===== config.mk =====
export PLATFORM = sky130hd
export DESIGN_NAME = mcif_rd_arb4_ctrl
export DESIGN_NICKNAME = d
export VERILOG_FILES = /design/src/rtl/mcif_rd_arb4_ctrl_pkg.sv /design/src/rtl/mcif_rr_sel4.sv /design/src/rtl/mcif_rd_arb4_ctrl.sv
export SDC_FILE = /design/constraint.sdc
export NUM_CORES = 1
export LEC_CHECK = 0
export BUFFER_PORTS_ARGS = -buffer_cell sky130_fd_sc_hd__buf_2
export CAP_MARGIN = 10
export CORE_MARGIN = 2
export CORE_UTILIZATION = 46
export CTS_BUF_LIST = sky130_fd_sc_hd__clkbuf_4 sky130_fd_sc_hd__clkbuf_8
export DETAILED_ROUTE_END_ITERATION = 8
export HOLD_SLACK_MARGIN = 0.03
export PLACE_DENSITY_LB_ADDON = 0.25
export SYNTH_ARGS = -nofsm -noshare
export SYNTH_HDL_FRONTEND = slang
export SYNTH_HIERARCHICAL = 1
export SYNTH_SLANG_ARGS = --single-unit
export TNS_END_PERCENT = 30

===== constraint.sdc =====
create_clock -name clk -period 4.4 [get_ports clk]
set_input_delay 0.22 -clock clk [delete_from_list [all_inputs] [get_ports clk]]
set_output_delay 0.22 -clock clk [all_outputs]
set_load 0.1 [all_outputs]

===== src/rtl/mcif_rd_arb4_ctrl_pkg.sv =====
// Shared constants for the 4-client MCIF read arbiter: client count, FSM
// state encodings and the post-reset last-granted ID.
package mcif_rd_arb4_ctrl_pkg;

  localparam int MCIF_ARB_NUM = 4;

  localparam logic [1:0] ST_IDLE = 2'd0;
  localparam logic [1:0] ST_CMD  = 2'd1;
  localparam logic [1:0] ST_DATA = 2'd2;

  // Last-granted ID after reset; 3 makes client 0 the first in line.
  localparam logic [1:0] RST_ID = 2'd3;

  function automatic logic [MCIF_ARB_NUM-1:0] id_onehot(input logic [1:0] id);
    return 4'b0001 << id;
  endfunction

endpackage


===== src/rtl/mcif_rr_sel4.sv =====
// Combinational round-robin selector: picks the first requester after cur_id,
// wrapping around; holds cur_id when nobody requests.
module mcif_rr_sel4
  import mcif_rd_arb4_ctrl_pkg::*;
(
  input  logic [1:0]              cur_id_i,
  input  logic [MCIF_ARB_NUM-1:0] req_i,
  output logic [1:0]              nxt_id_o
);

  logic [2*MCIF_ARB_NUM-1:0] req_dbl;
  logic [2:0]                base;
  logic [MCIF_ARB_NUM-1:0]   req_rot;
  logic [1:0]                off;

  // Rotating the doubled vector puts cur_id+1 at bit 0 so a fixed priority
  // encoder yields the offset from cur_id+1.
  assign req_dbl = {req_i, req_i};
  assign base    = {1'b0, cur_id_i} + 3'd1;
  assign req_rot = req_dbl[base +: MCIF_ARB_NUM];

  always_comb begin
    off = 2'd0;
    if (req_rot[0])      off = 2'd0;
    else if (req_rot[1]) off = 2'd1;
    else if (req_rot[2]) off = 2'd2;
    else if (req_rot[3]) off = 2'd3;
  end

  assign nxt_id_o = (|req_i) ? (cur_id_i + 2'd1 + off) : cur_id_i;

endmodule


===== src/rtl/mcif_rd_arb4_ctrl.sv =====
// 4-client round-robin read arbiter for the MCIF: one locked transaction at a
// time, command capture and response routing. MCIF_ARB_PERF_EN adds grant counters.
module mcif_rd_arb4_ctrl
  import mcif_rd_arb4_ctrl_pkg::*;
#(
  parameter int ADDR_W = 32,
  parameter int LEN_W  = 8
`ifdef MCIF_ARB_PERF_EN
  ,
  parameter int CNT_W  = 16
`endif
) (
  input  logic                           clk,
  input  logic                           rst,
  input  logic [MCIF_ARB_NUM-1:0]        cli_req,
  input  logic [MCIF_ARB_NUM*ADDR_W-1:0] cli_addr,
  input  logic [MCIF_ARB_NUM*LEN_W-1:0]  cli_len,
  output logic [MCIF_ARB_NUM-1:0]        cli_ack,
  output logic [MCIF_ARB_NUM-1:0]        cli_rsp_vld,
  output logic                           cmd_vld,
  input  logic                           cmd_rdy,
  output logic [ADDR_W-1:0]              cmd_addr,
  output logic [LEN_W-1:0]               cmd_len,
  output logic [1:0]                     cmd_id,
  input  logic                           rsp_vld,
  input  logic                           rsp_last,
  output logic                           busy,
  output logic                           err_unexp
`ifdef MCIF_ARB_PERF_EN
  ,
  output logic [MCIF_ARB_NUM*CNT_W-1:0]  perf_gnt_cnt
`endif
);

  logic [1:0]        state_q, state_d;
  logic [1:0]        cur_id_q, cur_id_d;
  logic [1:0]        cmd_id_q, cmd_id_d;
  logic [ADDR_W-1:0] cmd_addr_q, cmd_addr_d;
  logic [LEN_W-1:0]  cmd_len_q, cmd_len_d;
  logic              err_q, err_d;
  logic [1:0]        nxt_id;

  mcif_rr_sel4 u_sel (
    .cur_id_i (cur_id_q),
    .req_i    (cli_req),
    .nxt_id_o (nxt_id)
  );

  always_comb begin
    state_d    = state_q;
    cur_id_d   = cur_id_q;
    cmd_id_d   = cmd_id_q;
    cmd_addr_d = cmd_addr_q;
    cmd_len_d  = cmd_len_q;
    // Beats outside DATA are flagged but never routed nor allowed to move the FSM.
    err_d      = err_q | (rsp_vld && (state_q != ST_DATA));
    case (state_q)
      ST_IDLE: begin
        if (|cli_req) begin
          cur_id_d   = nxt_id;
          cmd_id_d   = nxt_id;
          cmd_addr_d = cli_addr[nxt_id*ADDR_W +: ADDR_W];
          cmd_len_d  = cli_len[nxt_id*LEN_W +: LEN_W];
          state_d    = ST_CMD;
        end
      end
      ST_CMD: begin
        if (cmd_rdy) state_d = ST_DATA;
      end
      ST_DATA: begin
        if (rsp_vld && rsp_last) state_d = ST_IDLE;
      end
      default: state_d = ST_IDLE;
    endcase
  end

  always_ff @(posedge clk) begin
    if (rst) begin
      state_q    <= ST_IDLE;
      cur_id_q   <= RST_ID;
      cmd_id_q   <= 2'd0;
      cmd_addr_q <= '0;
      cmd_len_q  <= '0;
      err_q      <= 1'b0;
    end else begin
      state_q    <= state_d;
      cur_id_q   <= cur_id_d;
      cmd_id_q   <= cmd_id_d;
      cmd_addr_q <= cmd_addr_d;
      cmd_len_q  <= cmd_len_d;
      err_q      <= err_d;
    end
  end

  assign cmd_vld     = (state_q == ST_CMD);
  assign busy        = (state_q != ST_IDLE);
  assign cmd_addr    = cmd_addr_q;
  assign cmd_len     = cmd_len_q;
  assign cmd_id      = cmd_id_q;
  assign err_unexp   = err_q;
  assign cli_ack     = (cmd_vld && cmd_rdy) ? id_onehot(cmd_id_q) : '0;
  assign cli_rsp_vld = ((state_q == ST_DATA) && rsp_vld) ? id_onehot(cmd_id_q) : '0;

`ifdef MCIF_ARB_PERF_EN
  genvar gi;
  generate
    for (gi = 0; gi < MCIF_ARB_NUM; gi++) begin : g_perf
      logic [CNT_W-1:0] cnt_q;
      // Saturating so a long run never reports a small, misleading count.
      always_ff @(posedge clk) begin
        if (rst) begin
          cnt_q <= '0;
        end else if (cli_ack[gi] && (cnt_q != {CNT_W{1'b1}})) begin
          cnt_q <= cnt_q + 1'b1;
        end
      end
      assign perf_gnt_cnt[gi*CNT_W +: CNT_W] = cnt_q;
    end
  endgenerate
`endif

endmodule


==> run metrics <==
largest net degree at the start of global routing=48; Slew Limit Fails=0; Static Leak=2.003 nW; Cell Rows=30; final setup margin=995.9 ps; crit end category=register; first-pass GRT wire length=14.57 mm; most frequent cells in the layout=buf_2 (221), dfxtp_1 (47), a21oi_1 (41); routed vias=3,396; Final min period=3404 ps; synth unique cells=41; Peak Freq=293.8 MHz; Die Span Y=87.06 µm; CTS Buf Count=5; Crit Path Category=reg -> reg; Hold Vio Cnt, Final=0; CTS Buffer Depth=2; Setup Viol. Count Final=0; Avg Cell Area, Syn=10.37 µm²; DRC viols=0; RSZ-0062 raised after global routing=no; mapped cell area=3173 µm²; post-synthesis register bit count=47; I/O Buffers=221; Final Skew=10.92 ps; Core Area=6719 µm²; Clock transition at path regs=100 ps; hold buffer count at CTS=0; CTS resizes=0; DR pass1 iterations=4; Initial Util=0.4723; crit share post-route=0.7737; Initial DRC Count=165; crit path launch type=register; I/O Pins=222; Area Overhead vs Synth=37.42%; Layout Nets=677; Min-Delay Path Class=in -> reg; cell taking the most area after synthesis=dfxtp_1; Num Clock Sinks=47; post-DR wirelength/cell=16.65 µm; maxcap violations=0; relative slew slack=0.3835; Die W=87.06 µm; vias per std cell=5.776; final instance area=4360 µm²; final wirelength=9.788 mm; H-tree lvl count=2; initial antenna violation count=0; die area=7579 µm²; Synth area leaders=dfxtp_1 (30%), mux4_2 (28%), a21oi_1 (6.5%), o21ai_0 (6.0%), nand3_1 (5.0%); clock latency on the worst-skew pair=310 ps; Yosys warning total=6; Post-Place Setup Slack=1023 ps; gr ovfl total=0; clk root buf=clkbuf_8; Worst Path Arrival=3560 ps; diode count=0; Yosys top cell area share=0.2965; Detail Placement HPWL=7.304 mm; routability-driven placement congestion ratio=0.7921; vias in the first global route=3,164; Post-CTS Setup Bufs=0; TritonCTS clock tree=built; WP data required=4550 ps; share of cells above drive strength 1=0.5906; Fin Hold WS=190.0 ps; post-route total power=3.193 mW; most common cell after layout, fill and taps aside=buf_2; Post-Syn Instances=306; CP max FO=23; status=complete, no violations; Post-DRT Antenna Nets=0; PwrDens=732.2 nW/µm²; worst vdd ir=0.3985 mV; Net Count, Synth=476; Post-DP Area=4245 µm²; post-synthesis sequential area ratio=0.2965; Total GRT Usage=0.2431; slew at the pin with the worst max-slew slack=924.7 ps
[layer usage]
metal,GRT usage,part of all wire
met1,0.2777,0.38
met2,0.4545,0.53
met3,0.05213,0.077
met4,0.06392,0.012
met5,0,0
[cell families (layout without fill, tap and decap cells)]
kind of cell,count (synthesis),count (layout),synth area share
flops,47,47,0.2965
mux,41,41,0.2871
simple gates,80,80,0.1589
fa+ha+maj,1,1,0.003943
compound gates,100,100,0.1739
xor+xnor,1,1,0.002761
buf+inv,36,238,0.07689
[flip-flops by register name (all words and copies together), names as in the netlist]
signal     count
cmd_len        8
cmd_addr      32
err_unexp      1
cmd_id         2
cur_id_q       2
state_q        2
[cells in the mapped netlist, drive strengths merged]
master	number
a211o	1
and3b	1
nor2b	2
buf	21
or3	1
nand2b	3
a31oi	1
ha	1
clkbuf	12
a2bb2oi	1
dfxtp	47
or3b	1
a21oi	47
mux2i	1
nor3b	2
o311ai	1
xor2	1
nand4	1
o21ai	46
and3	1
nor4	2
mux4	40
nand2	4
a2111oi	1
inv	3
nand3	42
a21o	1
nor2	10
nor3	4
o221ai	1
or4	1
nand3b	5
[critical path, stage by stage, from the launching register on]
cell and delay (ps):
dfxtp_1 590, nand2b_1 190, a2bb2oi_1 70, o21ai_0 170, o21ai_1 80, ha_1 250, a31oi_1 190, nand3b_1 100
nor3_2 260, xor2_4 600, buf_12 260, mux4_2 320, nand3_1 100, a21oi_1 70
[stage by stage]
step | cells | TNS (ps) | util
after detailed placement | 580 | 0 | 0.6318
final | 588 | 0 | 0.6490
after global placement | 580 | 0 | 0.6318
after global routing | 588 | 0 | 0.6490
after floorplan | 306 | -45.64 | -
after CTS | 588 | 0 | 0.6490
[report_power, final]
group / switching [mW] / internal, mW
sequential: 0.0775 / 0.554
clock: 0.156 / 0.171
combinational: 1.50 / 0.737
[area by class of cell]
| type | instances | area, µm² |
|---|---|---|
| multi-input combinational | 223 | 2029 |
| tap | 80 | 100.1 |
| sequential | 47 | 940.9 |
| clock buffer | 5 | 68.82 |
| fill | 563 | 2359 |
| clock inverter | 3 | 46.29 |
| timing repair buffer | 227 | 1164 |
| inverter | 3 | 11.26 |
[path summary, 6_finish.rpt]
check | cells past startpoint | slack (ps) | end | startpoint
hold / removal | 3 | 190 | err_unexp | rsp_vld
hold reg to reg | 2 | 480 | cmd_len[4] | cmd_len[4]
setup / recovery | 13 | 1000 | cmd_addr[13] | cur_id_q[1]
setup reg to reg | 13 | 1000 | cmd_addr[13] | cur_id_q[1]
No activity file was read; power rests on OpenSTA's default activity.
